<file path="config.mk">
export PLATFORM = sky130hd
export DESIGN_NAME = sram_bist_ctrl_flat
export DESIGN_NICKNAME = d
export VERILOG_FILES = /design/src/rtl/sram_bist_ctrl_if.sv /design/src/rtl/sram_bist_ctrl.sv /design/src/flat_wrapper.sv
export SDC_FILE = /design/constraint.sdc
export NUM_CORES = 1
export LEC_CHECK = 0
export BUFFER_PORTS_ARGS = -buffer_cell sky130_fd_sc_hd__buf_4
export CORE_MARGIN = 5
export CORE_UTILIZATION = 56
export CTS_BUF_LIST = sky130_fd_sc_hd__clkbuf_8
export DETAILED_ROUTE_END_ITERATION = 6
export PLACE_DENSITY = 0.84
export SKIP_LAST_GASP = 1
export SLEW_MARGIN = 10
export SYNTH_ARGS = -nofsm -noshare
export SYNTH_HDL_FRONTEND = slang
export SYNTH_SLANG_ARGS = --single-unit
export TNS_END_PERCENT = 100
</file>
<file path="constraint.sdc">
create_clock -name clk -period 2.5 [get_ports clk]
set_clock_uncertainty 0.15 [all_clocks]
set_input_delay 0.5 -clock clk [delete_from_list [all_inputs] [get_ports clk]]
set_output_delay 0.5 -clock clk [all_outputs]
set_load 0.01 [all_outputs]
</file>
<file path="src/rtl/sram_bist_ctrl_if.sv">
// SRAM write/read port bundle between the BIST controller (master) and the
// synchronous dual-port SRAM (slave).
interface sram_bist_ctrl_if #(
   parameter int data_width    = 8,
   parameter int address_width = 4
);
   logic                     wr_en;
   logic [address_width-1:0] wr_addr;
   logic [data_width-1:0]    data_in;
   logic                     rd_en;
   logic [address_width-1:0] rd_addr;
   logic [data_width-1:0]    data_out_port;

   modport master (
      output wr_en, wr_addr, data_in, rd_en, rd_addr,
      input  data_out_port
   );

   modport slave (
      input  wr_en, wr_addr, data_in, rd_en, rd_addr,
      output data_out_port
   );
endinterface

</file>
<file path="src/rtl/sram_bist_ctrl.sv">
// Two-pass SRAM BIST: write pattern^addr, read-compare, then repeat with the
// inverted pattern; reports pass, first failing address and a saturating count.
module sram_bist_ctrl #(
   parameter int                    data_width    = 8,
   parameter int                    RAM_size      = 16,
   parameter int                    address_width = 4,
   parameter logic [data_width-1:0] pattern       = 8'hA5
) (
   input  logic                     clk,
   input  logic                     rst,
   input  logic                     start,
   sram_bist_ctrl_if.master         bus,
   output logic                     busy,
   output logic                     done,
   output logic                     pass,
   output logic [address_width-1:0] fail_addr,
   output logic [7:0]               fail_count
);

   typedef enum logic [2:0] {
      ST_IDLE  = 3'd0,
      ST_WRITE = 3'd1,
      ST_READ  = 3'd2,
      ST_FLUSH = 3'd3,
      ST_DONE  = 3'd4
   } state_t;

   localparam logic [address_width-1:0] LAST_ADDR = address_width'(RAM_size - 1);
   localparam logic [address_width-1:0] ZERO_ADDR = address_width'(32'd0);
   localparam logic [address_width-1:0] ONE_ADDR  = address_width'(32'd1);
   localparam logic [data_width-1:0]    ZERO_DATA = data_width'(32'd0);

   state_t                   state_r, state_s;
   logic                     p_r, p_s;
   logic [address_width-1:0] a_r, a_s;
   logic                     clear_s;

   logic                     wr_en_r, wr_en_s;
   logic [address_width-1:0] wr_addr_r, wr_addr_s;
   logic [data_width-1:0]    data_in_r, data_in_s;
   logic                     rd_en_r, rd_en_s;
   logic [address_width-1:0] rd_addr_r, rd_addr_s;
   logic                     busy_r, busy_s;
   logic                     done_r, done_s;

   logic                     cmp_valid_r;
   logic [address_width-1:0] cmp_addr_r;
   logic [data_width-1:0]    cmp_exp_r;
   logic                     miscompare_s;

   logic                     pass_r;
   logic [address_width-1:0] fail_addr_r;
   logic [7:0]               fail_count_r;

   function automatic logic [data_width-1:0] expected(
      input logic                     pass_sel,
      input logic [address_width-1:0] addr
   );
      logic [data_width-1:0] base;
      base = pattern ^ data_width'(addr);
      return pass_sel ? ~base : base;
   endfunction

   // Next-state, counters and the next value of every registered bus/status output.
   always_comb begin
      state_s = state_r;
      p_s     = p_r;
      a_s     = a_r;
      clear_s = 1'b0;
      case (state_r)
         ST_IDLE, ST_DONE: begin
            if (start) begin
               state_s = ST_WRITE;
               p_s     = 1'b0;
               a_s     = ZERO_ADDR;
               clear_s = 1'b1;
            end else begin
               state_s = state_r;
            end
         end
         ST_WRITE: begin
            if (a_r == LAST_ADDR) begin
               state_s = ST_READ;
               a_s     = ZERO_ADDR;
            end else begin
               a_s = a_r + ONE_ADDR;
            end
         end
         ST_READ: begin
            if (a_r == LAST_ADDR) begin
               state_s = ST_FLUSH;
               a_s     = ZERO_ADDR;
            end else begin
               a_s = a_r + ONE_ADDR;
            end
         end
         ST_FLUSH: begin
            if (!p_r) begin
               p_s     = 1'b1;
               state_s = ST_WRITE;
            end else begin
               state_s = ST_DONE;
            end
         end
         default: begin
            state_s = ST_IDLE;
            p_s     = 1'b0;
            a_s     = ZERO_ADDR;
         end
      endcase

      // Outputs follow the state being entered so they appear registered with it.
      wr_en_s   = (state_s == ST_WRITE);
      wr_addr_s = wr_en_s ? a_s : ZERO_ADDR;
      data_in_s = wr_en_s ? expected(p_s, a_s) : ZERO_DATA;
      rd_en_s   = (state_s == ST_READ);
      rd_addr_s = rd_en_s ? a_s : ZERO_ADDR;
      busy_s    = (state_s == ST_WRITE) || (state_s == ST_READ) || (state_s == ST_FLUSH);
      done_s    = (state_s == ST_DONE);
   end

   // State register, address counter and registered SRAM/status outputs.
   always_ff @(posedge clk) begin
      if (rst) begin
         state_r   <= ST_IDLE;
         p_r       <= 1'b0;
         a_r       <= ZERO_ADDR;
         wr_en_r   <= 1'b0;
         wr_addr_r <= ZERO_ADDR;
         data_in_r <= ZERO_DATA;
         rd_en_r   <= 1'b0;
         rd_addr_r <= ZERO_ADDR;
         busy_r    <= 1'b0;
         done_r    <= 1'b0;
      end else begin
         state_r   <= state_s;
         p_r       <= p_s;
         a_r       <= a_s;
         wr_en_r   <= wr_en_s;
         wr_addr_r <= wr_addr_s;
         data_in_r <= data_in_s;
         rd_en_r   <= rd_en_s;
         rd_addr_r <= rd_addr_s;
         busy_r    <= busy_s;
         done_r    <= done_s;
      end
   end

   // Delay the issued read's address and expected data to meet the SRAM read data.
   always_ff @(posedge clk) begin
      if (rst) begin
         cmp_valid_r <= 1'b0;
         cmp_addr_r  <= ZERO_ADDR;
         cmp_exp_r   <= ZERO_DATA;
      end else begin
         cmp_valid_r <= rd_en_r;
         cmp_addr_r  <= rd_addr_r;
         cmp_exp_r   <= expected(p_r, rd_addr_r);
      end
   end

   // Miscompare detect on the aligned read data.
   always_comb begin
      miscompare_s = cmp_valid_r & (bus.data_out_port != cmp_exp_r);
   end

   // Result registers; pass_r still high means no earlier miscompare this run.
   always_ff @(posedge clk) begin
      if (rst) begin
         pass_r       <= 1'b0;
         fail_addr_r  <= ZERO_ADDR;
         fail_count_r <= 8'd0;
      end else if (clear_s) begin
         pass_r       <= 1'b1;
         fail_addr_r  <= ZERO_ADDR;
         fail_count_r <= 8'd0;
      end else if (miscompare_s) begin
         pass_r       <= 1'b0;
         fail_addr_r  <= pass_r ? cmp_addr_r : fail_addr_r;
         fail_count_r <= (fail_count_r == 8'd255) ? fail_count_r : fail_count_r + 8'd1;
      end else begin
         pass_r       <= pass_r;
         fail_addr_r  <= fail_addr_r;
         fail_count_r <= fail_count_r;
      end
   end

   assign bus.wr_en   = wr_en_r;
   assign bus.wr_addr = wr_addr_r;
   assign bus.data_in = data_in_r;
   assign bus.rd_en   = rd_en_r;
   assign bus.rd_addr = rd_addr_r;
   assign busy        = busy_r;
   assign done        = done_r;
   assign pass        = pass_r;
   assign fail_addr   = fail_addr_r;
   assign fail_count  = fail_count_r;

endmodule

</file>
<file path="src/flat_wrapper.sv">
// flat-port wrapper written by rule: the top's interface ports become plain ports
module sram_bist_ctrl_flat 
#(
   parameter int                    data_width    = 8,
   parameter int                    RAM_size      = 16,
   parameter int                    address_width = 4,
   parameter logic [data_width-1:0] pattern       = 8'hA5
)
  (clk, rst, start, busy, done, pass, fail_addr, fail_count, bus_wr_en, bus_wr_addr, bus_data_in, bus_rd_en, bus_rd_addr, bus_data_out_port);
  sram_bist_ctrl_if #(.data_width(data_width), .address_width(address_width)) bus_i ();
  input  logic clk;
  input  logic rst;
  input  logic start;
  output logic busy;
  output logic done;
  output logic pass;
  output logic [address_width-1:0] fail_addr;
  output logic [7:0] fail_count;
  output wire logic [$bits(bus_i.wr_en)-1:0] bus_wr_en;
  output wire logic [$bits(bus_i.wr_addr)-1:0] bus_wr_addr;
  output wire logic [$bits(bus_i.data_in)-1:0] bus_data_in;
  output wire logic [$bits(bus_i.rd_en)-1:0] bus_rd_en;
  output wire logic [$bits(bus_i.rd_addr)-1:0] bus_rd_addr;
  input wire logic [$bits(bus_i.data_out_port)-1:0] bus_data_out_port;
  assign bus_wr_en = bus_i.wr_en;
  assign bus_wr_addr = bus_i.wr_addr;
  assign bus_data_in = bus_i.data_in;
  assign bus_rd_en = bus_i.rd_en;
  assign bus_rd_addr = bus_i.rd_addr;
  assign bus_i.data_out_port = bus_data_out_port;
  sram_bist_ctrl #(.data_width(data_width), .RAM_size(RAM_size), .address_width(address_width), .pattern(pattern)) u_core (.clk(clk), .rst(rst), .start(start), .bus(bus_i), .busy(busy), .done(done), .pass(pass), .fail_addr(fail_addr), .fail_count(fail_count));
endmodule
</file>
-- After elaboration in Yosys (flattened, before gate mapping)
Index checks and enable logic that the tools add are counted.
- bitwise gates (word level): 10
- equal/unequal tests: 11
- $add $sub $neg: 2
- reductions and logical operators: 13
- muxes and demuxes: 16
- operators with widths (cell ; number):
    two-way mux 8 bit ; 2
    inverter 8 bit ; 2
    equality test 3 x 2 -> 1 bit (second input constant) ; 4
    two-way mux 3 bit ; 4
    case mux 3 bit (4 select lines) ; 1
    case mux 4 bit (3 select lines) ; 1
    OR reduction 2 bit ; 6
    adder 8 x 1 -> 8 bit (second input constant) ; 1
    equality test 8 bit (second input constant) ; 1
    two-way mux 4 bit ; 2
    inequality test 8 bit ; 1
    inverter 2 -> 4 bit ; 2
    equality test 3 x 1 -> 1 bit (second input constant) ; 2
    equality test 3 bit (second input constant) ; 2
    two-way mux 1 bit ; 5
    inverter 1 bit ; 5
    adder 4 x 1 -> 4 bit (second input constant) ; 1
    equality test 4 bit (second input constant) ; 1
    AND reduction 2 bit ; 2
    logical NOT 3 bit ; 1
    case mux 1 bit (3 select lines) ; 1
    OR reduction 3 bit ; 1
    logical OR 1 bit ; 2
    nonzero test 2 bit ; 1
    AND 1 bit ; 1
- input port bits: 11
- word-level logic and storage cells: 70
- register bits after elaboration: 54
- output and inout bits: 33

-- Longest topological paths before layout
- depth in word-level cells: 6
- depth in mapped cells: 8
- depth with buffers taken out: 7

-- Worst setup path before layout
OpenSTA, ideal clock, no wires.
- path kind: register to register
- start point: register u_core.a_r[0]
- end point: register u_core.data_in_r[3], in the netlist u_core.bus.data_in[3]
- required time: 2.278 ns
- period minus slack after synthesis: 1.868 ns
- slack: 0.632 ns
- buffers on the path: 1
- cell stages (with the launch flop): 9
- data arrival time: 1.646 ns
- setup time: 0.072 ns
- cells stage by stage: dfxtp_1 > ha_1 > and3_1 > buf_6 > or3_4 > a21o_4 > clkinv_4 > nand2b_2 > mux2i_1
- word-level cells in the longest chain between the ends: 6
- elaborated cells on any way between the ends: 12
- those cells by class: add/sub (1); eq/ne (2); mux (6); bitwise (2); reduce/logical (1)
- RTL lines (item ; RTL line ; source):
    start, declared ; sram_bist_ctrl.sv:35 ; logic [address_width-1:0] a_r, a_s;
    start signal, assigned ; sram_bist_ctrl.sv:138 ; a_r <= a_s;
    parallel branches: the longest is 6 deep, another holds adder 4 x 1 -> 4 bit ; -- ;
    end signal, assigned ; sram_bist_ctrl.sv:141 ; data_in_r <= data_in_s;
    end, declared ; sram_bist_ctrl.sv:40 ; logic [data_width-1:0] data_in_r, data_in_s;
Several ways; the timed one is not identified.
A chain may end at the register's enable or synchronous reset.

-- Worst setup path in the final report
- start point: register u_core.cmp_exp_r[1]
- end point: register u_core.fail_count_r[7], in the netlist u_core.fail_count[7]
- word-level cells in the longest chain between the ends: 3
- RTL lines (item ; RTL line ; source):
    start, declared ; sram_bist_ctrl.sv:48 ; logic [data_width-1:0] cmp_exp_r;
    start signal, assigned ; sram_bist_ctrl.sv:158 ; cmp_exp_r <= expected(p_r, rd_addr_r);
    inequality test 8 bit ; sram_bist_ctrl.sv:164 ; miscompare_s = cmp_valid_r & (bus.data_out_port != cmp_exp_r);
    AND 1 bit ; sram_bist_ctrl.sv:164 ;
    AND reduction 2 bit (no line) ; -- ;
    end signal, assigned ; sram_bist_ctrl.sv:180 ; fail_count_r <= (fail_count_r == 8'd255) ? fail_count_r : fail_count_r + 8'd1;
    end signal, assigned ; sram_bist_ctrl.sv:184 ; fail_count_r <= fail_count_r;
    end, declared ; sram_bist_ctrl.sv:53 ; logic [7:0] fail_count_r;
Every way passes these cells.

==> flow_metrics.env <==
export IMPL_p_sw_share_pct=21.2
export IMPL_cts_tree="done"
export IMPL_overflow=0
export IMPL_cts_buffers=5
export IMPL_drive_above_1_share_pct=25.7
export IMPL_clock_path_buffers=2
export IMPL_grt_pass1_vias=1560
export IMPL_yosysWarnings=0
export IMPL_finalMaxSlewViolations=0
export IMPL_startpoint_type="flip-flop"
export IMPL_rr_worst_depth=5
export IMPL_hold_path_depth=1
export IMPL_crit_fanout=17
export IMPL_firstDrtPassIters=4
export IMPL_cp_slowest_cell="o21ai_1"
export IMPL_vias_per_cell=5.39
export IMPL_wl_per_cell_um=13.8
export IMPL_period_share_pct=81.1
export IMPL_pwr_share_seq_pct=55.0
export IMPL_synthCells=217
export IMPL_initial_core_util_pct=57.0
export IMPL_vias=1645
export IMPL_core_area_mm2=0.00361
export IMPL_cts_hold_buf=0
export IMPL_ant_nets=0
export IMPL_wirelength_um=4220
export IMPL_synth_seq_cells=50
export IMPL_die_w_um=70.6
export IMPL_setup_viol=0
export IMPL_hp_class="flip-flop to flip-flop"
export IMPL_max_slew_margin_pct=32.0
export IMPL_maxCapViolCount=0
export IMPL_grt_use_total_pct=17.9
export IMPL_yosysTopAreaCell="dfxtp_1"
export IMPL_netSwitchingPower_uw=318
export IMPL_max_stage_delay_ns=0.81
export IMPL_fp_dieH_um=70.6
export IMPL_powerDensity_mw_per_mm2=607
export IMPL_finalWeightedCongestion=0.822
export IMPL_power_clock_fraction_pct=37.6
export IMPL_syn_avg_cell_area_um2=9.48
export IMPL_rrSetupSlack_ns=0.47
export IMPL_synth_area_leaders="dfxtp_1 (49%), nor2_1 (5.7%), a21oi_1 (3.9%)"
export IMPL_whs_endpoint="u_core.cmp_valid_r$_SDFF_PP0_"
export IMPL_drc=0
export IMPL_setup_tns_ns=0
export IMPL_synth_top_area_share_pct=48.7
export IMPL_ctsResizeCount=0
export IMPL_grt_pass1_wl_um=7130
export IMPL_crit_chain="xnor2_1 -> nand4_1 -> o21ai_1 -> nor4_1 -> a211oi_1"
export IMPL_place_hpwl_um=3040
export IMPL_ioPinCount=44
export IMPL_power_leakage_uw=0.00101
export IMPL_finalNetCount=270
export IMPL_synthFlopType="dfxtp_1"
export IMPL_placed_cells=298
export IMPL_postSynth_asyncResetShare_pct=0
export IMPL_rsz0062_at_grt="no"
export IMPL_post_cts_buffers=0
export IMPL_hp_start="u_core.bus.rd_en$_SDFF_PP0_"
export IMPL_outcome="finished clean"
export IMPL_rows=22
export IMPL_hold_viol=0
export IMPL_cts_sinks=50
export IMPL_fmax_ghz=0.493
export IMPL_required_ns=2.57
export IMPL_yosysSeqAreaShare_pct=48.7
export IMPL_worstSetupPathType="flip-flop to flip-flop"
export IMPL_grt_start_max_net_pins=24
export IMPL_critPathArrivalTime_ns=2.10
export IMPL_grt_antenna_before_repair=0
export IMPL_syn_cell_area_mm2=0.00206
export IMPL_areaGrowthSynthToFinish_pct=20.4
export IMPL_clk_pin_slew_ns=0.09
export IMPL_drt_iter0_drc=120
export IMPL_synth_edf_count=0
export IMPL_synth_nets=230
export IMPL_die_area_mm2=0.00499
export IMPL_antenna_cells=0
export IMPL_end_kind="flip-flop"
export IMPL_instances_no_fill=305
export IMPL_io_buffers=43
export IMPL_internal_power_uw=1180
export IMPL_ys_types=54
export IMPL_htree_levels=2
export IMPL_period_needed_ns=2.03
export IMPL_reg2reg_to="u_core.fail_count[7]$_SDFFE_PP0P_"
export IMPL_clockRootBuffer="clkbuf_8"
export IMPL_worst_pin_slew_ns=1.01
export IMPL_clkLatencyLatePin_ns=0.30
export IMPL_rr_startpoint="u_core.cmp_exp_r[1]$_SDFF_PP0_"
export IMPL_ir_worst_vdd_mv=0.429
export IMPL_p_comb_share_pct=7.4
cells in the final DEF, fill, tap and decap left out, types with 2 or more instances in the layout:
cell type / n
nand3_1: 7
inv_1: 7
and4_1: 2
clkbuf_8: 6
dfxtp_1: 50
xor2_1: 3
xnor2_1: 7
nor2_1: 31
nor3b_1: 2
a22oi_1: 2
buf_4: 43
ha_1: 2
nor3_1: 4
and3_1: 4
or3_1: 5
nand2_1: 9
nor2b_1: 5
a31oi_1: 2
o21ai_1: 5
nand4_1: 4
o21ai_0: 7
a21oi_1: 16
mux2i_1: 5
worst max path at each step:
stage                                              start                                end  cells after the start
after floorplan                 u_core.a_r[0]$_SDFF_PP0_   u_core.bus.data_in[3]$_SDFF_PP0_                      8
after global placement              bus_data_out_port[5]  u_core.fail_count[7]$_SDFFE_PP0P_                      6
after detailed placement            bus_data_out_port[4]  u_core.fail_count[7]$_SDFFE_PP0P_                      6
after CTS                 u_core.cmp_exp_r[1]$_SDFF_PP0_  u_core.fail_count[2]$_SDFFE_PP0P_                      5
after global routing      u_core.cmp_exp_r[3]$_SDFF_PP0_  u_core.fail_count[1]$_SDFFE_PP0P_                      5
final                     u_core.cmp_exp_r[1]$_SDFF_PP0_  u_core.fail_count[7]$_SDFFE_PP0P_                      5
power groups by stage:
| stage | clock [µW] | combinational [µW] | sequential, µW |
|---|---|---|---|
| after floorplan | 0 | 69.5 | 844 |
| after global placement | 0 | 109 | 845 |
| after detailed placement | 0 | 112 | 845 |
| after CTS | 576 | 112 | 827 |
| after global routing | 617 | 122 | 830 |
| final | 566 | 111 | 827 |
critical path, delay by kind of cell, from the launching register on:
family | cells | cell delay (ns)
simple gates | 2 | 0.26
flops | 1 | 0.33
xor+xnor | 1 | 0.16
compound gates | 2 | 1.06
metrics by stage:
step / instance area (µm²) / hold slack (ns) / utilization [%] / setup slack [ns] / total power [µW]
floorplan: 2060 / 0.296 / - / 0.632 / 913
global placement: 2360 / 0.298 / 65.6 / 0.309 / 953
detailed placement: 2360 / 0.307 / 65.6 / 0.199 / 958
CTS: 2480 / 0.318 / 68.7 / 0.468 / 1520
global route: 2480 / 0.335 / 68.7 / 0.225 / 1570
finish: 2480 / 0.316 / 68.7 / 0.472 / 1500
cells in the mapped netlist, types with 5 or more instances:
library cell / number
nand3_1: 7
nor2_1: 31
mux2i_1: 5
a21oi_1: 16
dfxtp_1: 50
xnor2_1: 7
o21ai_1: 5
or3_1: 5
o21ai_0: 7
nor2b_1: 5
inv_1: 7
nand2_1: 9
cell families (layout without fill, tap and decap cells):
family | after synthesis | after routing | synth area share [%]
and+or+nand+nor | 84 | 84 | 21.9
DFF | 50 | 50 | 48.7
AOI/OAI and AO/OA | 46 | 46 | 15.1
buffers and inverters | 18 | 58 | 5.35
xor gates and xnor gates | 10 | 10 | 4.26
muxes | 5 | 5 | 2.43
adders and majority gates | 4 | 4 | 2.25
routing by layer:
metal / GRT usage [%] / vias to the layer above / wire length (µm)
li1: - / 831 / -
met1: 23.0 / 756 / 1900
met2: 27.2 / 51 / 1880
met3: 7.67 / 7 / 371
met4: 5.85 / 0 / 66
met5: 0 / - / 0
state kept, by name (all words and copies together), names as in the netlist:
name,flops
u_core.busy,1
u_core.cmp_addr_r,4
u_core.fail_addr,4
u_core.a_r,4
u_core.bus.rd_addr,4
u_core.bus.rd_en,1
u_core.fail_count,8
u_core.pass,1
u_core.bus.wr_addr,4
u_core.done,1
u_core.state_r,3
u_core.cmp_valid_r,1
u_core.p_r,1
u_core.bus.wr_en,1
u_core.cmp_exp_r,6
u_core.bus.data_in,6
cell type report:
| cell class | instances | area [µm²] |
|---|---|---|
| fill | 291 | 1130 |
| sequential | 50 | 1000 |
| multi-input combinational | 149 | 946 |
| timing repair buffer | 43 | 323 |
| clock buffer | 6 | 82.6 |
| tap | 48 | 60.1 |
| inverter | 8 | 35.0 |
| clock inverter | 1 | 30.0 |
(Power assumes the default switching activity.)
